`src/rtl/multicycle_control_pkg.sv`:
```
// Shared encodings for the multicycle RV32 core: opcodes, FSM states and
// datapath select values used by the control FSM, datapath and ImmGen.
package multicycle_control_pkg;

  localparam logic [6:0] OP_LOAD   = 7'b0000011;
  localparam logic [6:0] OP_STORE  = 7'b0100011;
  localparam logic [6:0] OP_RTYPE  = 7'b0110011;
  localparam logic [6:0] OP_ITYPE  = 7'b0010011;
  localparam logic [6:0] OP_BRANCH = 7'b1100011;

  localparam logic [2:0] F3_BEQ = 3'b000;
  localparam logic [2:0] F3_BNE = 3'b001;

  typedef enum logic [3:0] {
    S_FETCH,
    S_DECODE,
    S_MEMADR,
    S_MEMREAD,
    S_MEMWB,
    S_MEMWRITE,
    S_EXEC_R,
    S_EXEC_I,
    S_ALUWB,
    S_BRANCH,
    S_TRAP
  } state_e;

  typedef enum logic [1:0] {
    SRCA_PC    = 2'b00,
    SRCA_OLDPC = 2'b01,
    SRCA_REGA  = 2'b10
  } alu_src_a_e;

  typedef enum logic [1:0] {
    SRCB_REGB   = 2'b00,
    SRCB_IMMEXT = 2'b01,
    SRCB_FOUR   = 2'b10
  } alu_src_b_e;

  typedef enum logic [1:0] {
    ALUOP_ADD   = 2'b00,
    ALUOP_SUB   = 2'b01,
    ALUOP_FUNCT = 2'b10
  } alu_op_e;

  typedef enum logic [1:0] {
    RES_ALUOUT    = 2'b00,
    RES_MEMDATA   = 2'b01,
    RES_ALURESULT = 2'b10
  } result_src_e;

  typedef enum logic [1:0] {
    CAUSE_NONE    = 2'b00,
    CAUSE_ILLEGAL = 2'b01,
    CAUSE_TIMEOUT = 2'b10
  } trap_cause_e;

  typedef struct packed {
    logic        pc_write;
    logic        ir_write;
    logic        mem_read;
    logic        mem_write;
    logic        reg_write;
    logic        i_or_d;
    alu_src_a_e  alu_src_a;
    alu_src_b_e  alu_src_b;
    alu_op_e     alu_op;
    result_src_e result_src;
  } ctrl_t;

  // Only beq and bne are implemented; every other funct3 falls through.
  function automatic logic branch_taken(input logic [2:0] funct3, input logic zero);
    return ((funct3 == F3_BEQ) && zero) || ((funct3 == F3_BNE) && !zero);
  endfunction

endpackage

```
`src/rtl/multicycle_control_mem_wait_timer.sv`:
```
// Counts memory wait cycles within one access and flags the cycle in which
// the WAIT_LIMIT-th consecutive not-ready cycle occurs.
module mem_wait_timer #(
  parameter int WAIT_LIMIT = 15
) (
  input  logic clk,
  input  logic reset,
  input  logic clear,
  input  logic enable,
  input  logic ready,
  output logic timeout
);

  localparam int CW = $clog2(WAIT_LIMIT + 1);
  localparam logic [CW-1:0] LAST_WAIT = CW'(WAIT_LIMIT - 1);

  logic [CW-1:0] count_d;
  logic [CW-1:0] count_q;

  // count_q holds the number of not-ready cycles already spent in this access,
  // so the current cycle is the last allowed one when it equals LAST_WAIT.
  assign timeout = enable && !ready && (count_q == LAST_WAIT);

  always_comb begin
    // NOTE: default assignment first keeps this block free of inferred latches.
    count_d = count_q;
    if (clear) begin
      count_d = '0;
    end else if (enable && !ready && (count_q < LAST_WAIT)) begin
      count_d = count_q + 1'b1;
    end
  end

  // NOTE: state registers use non-blocking assignment and a synchronous reset.
  always_ff @(posedge clk) begin
    if (reset) begin
      count_q <= '0;
    end else begin
      count_q <= count_d;
    end
  end

endmodule

```
`src/rtl/multicycle_control.sv`:
```
// Control FSM for a multicycle RV32 subset core (load/store, R/I ALU, beq/bne)
// with memory-wait timeout and illegal-opcode traps.
module multicycle_control
  import multicycle_control_pkg::*;
#(
  parameter int WAIT_LIMIT = 15
) (
  input  logic       clk,
  input  logic       reset,
  input  logic [6:0] Opcode,
  input  logic [2:0] Funct3,
  input  logic       Zero,
  input  logic       MemReady,
  output logic       PCWrite,
  output logic       IRWrite,
  output logic       MemRead,
  output logic       MemWrite,
  output logic       RegWrite,
  output logic       IorD,
  output logic [1:0] ALUSrcA,
  output logic [1:0] ALUSrcB,
  output logic [1:0] ALUOp,
  output logic [1:0] ResultSrc,
  output logic       Trap,
  output logic [1:0] TrapCause
);

  state_e      state_d, state_q;
  trap_cause_e cause_d, cause_q;
  ctrl_t       ctrl;
  logic        wait_en;
  logic        wait_clear;
  logic        wait_timeout;

  assign wait_en    = (state_q == S_FETCH) || (state_q == S_MEMREAD) || (state_q == S_MEMWRITE);
  // Any state change restarts the count, so every access starts from zero.
  assign wait_clear = (state_d != state_q);

  mem_wait_timer #(
    .WAIT_LIMIT(WAIT_LIMIT)
  ) u_mem_wait_timer (
    .clk    (clk),
    .reset  (reset),
    .clear  (wait_clear),
    .enable (wait_en),
    .ready  (MemReady),
    .timeout(wait_timeout)
  );

  always_ff @(posedge clk) begin
    if (reset) begin
      state_q <= S_FETCH;
      cause_q <= CAUSE_NONE;
    end else begin
      state_q <= state_d;
      cause_q <= cause_d;
    end
  end

  always_comb begin
    state_d = state_q;
    cause_d = cause_q;
    unique case (state_q)
      S_FETCH: begin
        if (MemReady) begin
          state_d = S_DECODE;
        end else if (wait_timeout) begin
          state_d = S_TRAP;
          cause_d = CAUSE_TIMEOUT;
        end
      end
      S_DECODE: begin
        unique case (Opcode)
          OP_LOAD, OP_STORE: state_d = S_MEMADR;
          OP_RTYPE:          state_d = S_EXEC_R;
          OP_ITYPE:          state_d = S_EXEC_I;
          OP_BRANCH:         state_d = S_BRANCH;
          default: begin
            state_d = S_TRAP;
            cause_d = CAUSE_ILLEGAL;
          end
        endcase
      end
      S_MEMADR:  state_d = (Opcode == OP_STORE) ? S_MEMWRITE : S_MEMREAD;
      S_MEMREAD: begin
        if (MemReady) begin
          state_d = S_MEMWB;
        end else if (wait_timeout) begin
          state_d = S_TRAP;
          cause_d = CAUSE_TIMEOUT;
        end
      end
      S_MEMWRITE: begin
        if (MemReady) begin
          state_d = S_FETCH;
        end else if (wait_timeout) begin
          state_d = S_TRAP;
          cause_d = CAUSE_TIMEOUT;
        end
      end
      S_MEMWB, S_ALUWB, S_BRANCH: state_d = S_FETCH;
      S_EXEC_R, S_EXEC_I:         state_d = S_ALUWB;
      S_TRAP:                     state_d = S_TRAP;
      default:                    state_d = S_FETCH;
    endcase
  end

  always_comb begin
    ctrl = '0;
    unique case (state_q)
      S_FETCH: begin
        ctrl.mem_read   = 1'b1;
        ctrl.alu_src_a  = SRCA_PC;
        ctrl.alu_src_b  = SRCB_FOUR;
        ctrl.alu_op     = ALUOP_ADD;
        ctrl.result_src = RES_ALURESULT;
        ctrl.ir_write   = MemReady;
        ctrl.pc_write   = MemReady;
      end
      S_DECODE: begin
        ctrl.alu_src_a = SRCA_OLDPC;
        ctrl.alu_src_b = SRCB_IMMEXT;
        ctrl.alu_op    = ALUOP_ADD;
      end
      S_MEMADR: begin
        ctrl.alu_src_a = SRCA_REGA;
        ctrl.alu_src_b = SRCB_IMMEXT;
        ctrl.alu_op    = ALUOP_ADD;
      end
      S_MEMREAD: begin
        ctrl.mem_read = 1'b1;
        ctrl.i_or_d   = 1'b1;
      end
      S_MEMWB: begin
        ctrl.reg_write  = 1'b1;
        ctrl.result_src = RES_MEMDATA;
      end
      S_MEMWRITE: begin
        ctrl.mem_write = 1'b1;
        ctrl.i_or_d    = 1'b1;
      end
      S_EXEC_R: begin
        ctrl.alu_src_a = SRCA_REGA;
        ctrl.alu_src_b = SRCB_REGB;
        ctrl.alu_op    = ALUOP_FUNCT;
      end
      S_EXEC_I: begin
        ctrl.alu_src_a = SRCA_REGA;
        ctrl.alu_src_b = SRCB_IMMEXT;
        ctrl.alu_op    = ALUOP_FUNCT;
      end
      S_ALUWB: begin
        ctrl.reg_write  = 1'b1;
        ctrl.result_src = RES_ALUOUT;
      end
      S_BRANCH: begin
        ctrl.alu_src_a  = SRCA_REGA;
        ctrl.alu_src_b  = SRCB_REGB;
        ctrl.alu_op     = ALUOP_SUB;
        ctrl.result_src = RES_ALUOUT;
        ctrl.pc_write   = branch_taken(Funct3, Zero);
      end
      default: ;
    endcase
  end

  assign PCWrite   = ctrl.pc_write;
  assign IRWrite   = ctrl.ir_write;
  assign MemRead   = ctrl.mem_read;
  assign MemWrite  = ctrl.mem_write;
  assign RegWrite  = ctrl.reg_write;
  assign IorD      = ctrl.i_or_d;
  assign ALUSrcA   = ctrl.alu_src_a;
  assign ALUSrcB   = ctrl.alu_src_b;
  assign ALUOp     = ctrl.alu_op;
  assign ResultSrc = ctrl.result_src;
  assign Trap      = (state_q == S_TRAP);
  assign TrapCause = cause_q;

endmodule

```
`config.mk`:
```
export PLATFORM = sky130hd
export DESIGN_NAME = multicycle_control
export DESIGN_NICKNAME = d
export VERILOG_FILES = /design/src/rtl/multicycle_control_pkg.sv /design/src/rtl/multicycle_control_mem_wait_timer.sv /design/src/rtl/multicycle_control.sv
export SDC_FILE = /design/constraint.sdc
export NUM_CORES = 1
export LEC_CHECK = 0
export ABC_AREA = 1
export CORE_UTILIZATION = 40
export CTS_CLUSTER_SIZE = 16
export DETAILED_ROUTE_END_ITERATION = 10
export PLACE_DENSITY_LB_ADDON = 0.2
export SLEW_MARGIN = 10
export SYNTH_ARGS = -nofsm -noshare
export SYNTH_HDL_FRONTEND = slang
export SYNTH_SLANG_ARGS = --single-unit
```
`constraint.sdc`:
```
create_clock -name clk -period 1.2 [get_ports clk]
set_input_delay 0.24 -clock clk [delete_from_list [all_inputs] [get_ports clk]]
set_output_delay 0.24 -clock clk [all_outputs]
set_load 0.02 [all_outputs]
```
==> flow_summary.toml, run 1 <==
[placement]
routabilityCongestion = 0.878
post-place-cells = 242
port_buf_inserts = 30
dpl.hpwl_um = 2270
detailedPlace.worstSlack_ns = -0.722

[outcome]
failing_checks = "setup timing"
run_status = "finished, violations left"

[clock_network]
cts.root.buffer_cell = "sky130_fd_sc_hd__clkbuf_4"
cts.htree.levels = 1
tritoncts_clock_tree = "yes"
path_clk_slew_ns = 0.06
clock_insertion_delay_worst_skew_ns = 0.27
clock_tree.buffer_depth = 2
cts_buffers = 3
clkSinkCount = 10

[yosys]
number_of_synthesized_register_bits = 10
synth_enable_flop_cells = 0
synth_seq_area_share = 0.219
share_of_synthesized_registers_carrying_an_async_set_or_reset = 0
synth_fp_nets = 162
synth_flop_cell = "sky130_fd_sc_hd__dfxtp_1"
synthesis.area_um2 = 915
synth_area_per_cell_um2 = 6.26
synth.distinct_cells = 28
instance_count_of_the_mapped_netlist = 146
synth-warning-count = 0

[floorplan]
design.die.area_um2 = 2480
design.core.area_um2 = 2060
initial_core_util = 0.444
ios = 31
floorplan.die.width_um = 49.8
die_height_um = 49.8
std_cell_rows = 16

[final_layout]
final_nets = 255
layout-drive-gt1-share = 0.584
area_growth_pct = 117
antennaDiodeCount = 0
utilization = 0.964
final_cells = 265

[hold_path]
hold_class = "flip-flop to flip-flop"
worstHoldPathCells = 2
holdPathEnd = "TrapCause[0]"
min-delay-start = "TrapCause[0]"

[timing]
timing.hold.ws_ns = 0.473
final_max_slew_violation_count = 0
worst_slew_margin_rel = 0.793
worst_pin_slew_ns = 0.310
finalWorstSetupSlack_ns = -0.732
final.setup.tns_ns = -11.78
layout_worst_path_cycle_share = 1.61
max_freq_ghz = 0.518
fin_skew_ns = 0.000555
finalCriticalPeriod_ns = 1.93
final-hold-violation-count = 0
grt_setup_unrepaired = "true"
final_setup_vio_count = 25

[setup_path]
regToRegSetupSlack_ns = -0.73
cp_top_family = "simple AND/OR/NAND/NOR gates"
worst_r2r_path_depth = 10
crit_path_top_delay_cell = "sky130_fd_sc_hd__dfxtp_2"
cp_cell_sequence = "nor2_2 > nand2_1 > buf_4 > inv_1 > nand2_1 > nand2_1 > inv_1 > nand3_1 > nand4_4 > nor3_4"
worstSetupPathType = "flip-flop to flip-flop"
critical_path_arrival_ns = 2.12
timing.critical_path.required_ns = 1.39
worst_setup_path_start_kind = "flip-flop"
reg2reg_to = "u_mem_wait_timer.count_q[1]"
slowest_delay_ns = 0.40
worstPathBufferInverterCount = 3
critPathMaxFanout = 6
crit_top_cell = "sky130_fd_sc_hd__nand2_1"
crit-reg2reg-launch = "state_q[0]"
timing.critical_path.to_type = "flip-flop"

[grt]
grtUsageTotal = 0.329
largest_net_degree_at_the_start_of_global_routing = 7
first_global_vias = 1351
global_route_wire_length_before_repair_um = 6250
gr-total-overflow = 0
number_of_antenna_violations_at_the_first_check_in_global_routing = 0

[detailed_routing]
drt-total-wl_um = 5440
post_drt_wl_per_cell_um = 20.5
detail_route.vias_per_cell = 6.06
detailedRoute.firstIterationViolations = 121
drt_drc_violations_left = 0
drt-pass1-iter-count = 6
route.vias.total = 1605
number_of_routed_nets_with_antenna_violations = 0

[run]
max_cap_violations = 0

[power]
power_per_cell_area_nw_per_um2 = 2280
vdd_ir_drop_max_v = 0.00195
static-leakage-power_nw = 1.01
==> through the flow <==
stage          total power, mW  instance area (um^2)
3_5_place_dp              2.92                  1570
6_report                  4.53                  1990
3_3_place_gp              2.85                  1570
4_1_cts                   3.87                  1860
5_1_grt                   4.68                  1990
2_1_floorplan             1.78                   938
==> area by class of cell <==
type                    count  area [um^2]
clock buffers               4         36.3
fillers                    49         75.1
inverters                  32          125
multi-input cells         103          756
flip-flops and latches     10          213
well taps                  27         33.8
repair buffers             89          823
==> routing by layer <==
layer,vias up,wire [um],track usage
met1,702,1850,0.389
met3,79,594,0.0340
met2,180,2420,0.601
met5,-,0,0
li1,644,-,-
met4,0,573,0.124
==> worst max path at each step <==
stage,start,slack [ns],endpoint,cells after the start
4_1_cts,state_q[3],-0.45,u_mem_wait_timer.count_q[1],10
3_5_place_dp,Funct3[0],-0.72,PCWrite,4
3_3_place_gp,MemReady,-0.66,PCWrite,5
6_report,state_q[0],-0.73,u_mem_wait_timer.count_q[1],10
2_1_floorplan,state_q[2],-0.17,u_mem_wait_timer.count_q[1],9
5_1_grt,state_q[2],-0.71,u_mem_wait_timer.count_q[2],12
==> cells in the final DEF, fill, tap and decap left out <==
master	n
sky130_fd_sc_hd__buf_4	42
sky130_fd_sc_hd__buf_6	32
sky130_fd_sc_hd__nand2_1	25
sky130_fd_sc_hd__inv_1	19
sky130_fd_sc_hd__clkdlybuf4s50_1	13
sky130_fd_sc_hd__inv_2	11
sky130_fd_sc_hd__nor2_1	9
sky130_fd_sc_hd__nand3_1	9
sky130_fd_sc_hd__nor2_4	7
sky130_fd_sc_hd__nand2_2	7
sky130_fd_sc_hd__dfxtp_1	6
sky130_fd_sc_hd__a21oi_1	6
sky130_fd_sc_hd__nand2_4	5
sky130_fd_sc_hd__a21oi_2	5
sky130_fd_sc_hd__nand3_2	5
sky130_fd_sc_hd__nor2_2	4
sky130_fd_sc_hd__o211ai_1	3
sky130_fd_sc_hd__nand3_4	3
sky130_fd_sc_hd__nor3_2	3
sky130_fd_sc_hd__clkbuf_4	3
sky130_fd_sc_hd__dfxtp_4	3
sky130_fd_sc_hd__inv_4	2
sky130_fd_sc_hd__ha_1	2
sky130_fd_sc_hd__dlygate4sd2_1	2
sky130_fd_sc_hd__xor2_1	1
sky130_fd_sc_hd__a31o_4	1
sky130_fd_sc_hd__nand3b_1	1
sky130_fd_sc_hd__o311ai_2	1
sky130_fd_sc_hd__xnor2_1	1
sky130_fd_sc_hd__o21ai_1	1
sky130_fd_sc_hd__nand4_4	1
sky130_fd_sc_hd__nor3_4	1
sky130_fd_sc_hd__xor2_2	1
sky130_fd_sc_hd__o21bai_1	1
sky130_fd_sc_hd__clkbuf_8	1
sky130_fd_sc_hd__dfxtp_2	1
==> Yosys cell counts (2+ instances only) <==
cell type,n,share of area
sky130_fd_sc_hd__nor2_4,3,0.037
sky130_fd_sc_hd__nor3_1,3,0.016
sky130_fd_sc_hd__inv_1,27,0.11
sky130_fd_sc_hd__o211ai_1,3,0.025
sky130_fd_sc_hd__dfxtp_1,10,0.22
sky130_fd_sc_hd__xor2_1,2,0.019
sky130_fd_sc_hd__nand3_4,2,0.038
sky130_fd_sc_hd__nand3_1,14,0.077
sky130_fd_sc_hd__inv_2,4,0.016
sky130_fd_sc_hd__nor2_1,16,0.066
sky130_fd_sc_hd__ha_1,2,0.027
sky130_fd_sc_hd__a21oi_1,10,0.055
sky130_fd_sc_hd__nand2_1,32,0.13
sky130_fd_sc_hd__nand2_2,4,0.027
==> cells by family after synthesis <==
family	share of synthesized area
compound gates	0.130
flops	0.219
xor+xnor	0.0287
fa+ha+maj	0.0274
buf+inv	0.140
simple gates	0.456
==> power breakdown <==
group / total, mW / switching, mW / internal, mW
Sequential: 0.539 / 0.122 / 0.417
Combinational: 3.70 / 1.94 / 1.76
Clock: 0.299 / 0.115 / 0.184
==> what timing repair did <==
item	in CTS	in global routing
hold buffers	0	0
endpoints found under the setup margin	27	25
gates resized for setup	138	19
endpoints found under the hold margin	0	0
pin swaps	15	10
buffers inserted	13	9
==> worst register-to-register path, delay by kind of cell (launching register included) <==
family                 cells  cell delay, ns
AND/OR/NAND/NOR            7            1.10
flip-flops                 1            0.40
buffers and inverters      3            0.36
==> flip-flops by register name, summed over array words and instances (netlist names) <==
register                  cells
state_q                       4
u_mem_wait_timer.count_q      4
TrapCause                     2
No activity file was read; power rests on OpenSTA's default activity.
==> run 2: changes to the inputs <==
--- a/config.mk
+++ b/config.mk
@@ -6,6 +6,7 @@
 export NUM_CORES = 1
 export LEC_CHECK = 0
 export ABC_AREA = 1
+export CORE_MARGIN = 1
 export CORE_UTILIZATION = 40
 export CTS_CLUSTER_SIZE = 16
 export DETAILED_ROUTE_END_ITERATION = 10
==> results of run 2 <==
Same layout as run 1: the final DEF is identical, and so are final timing and power.
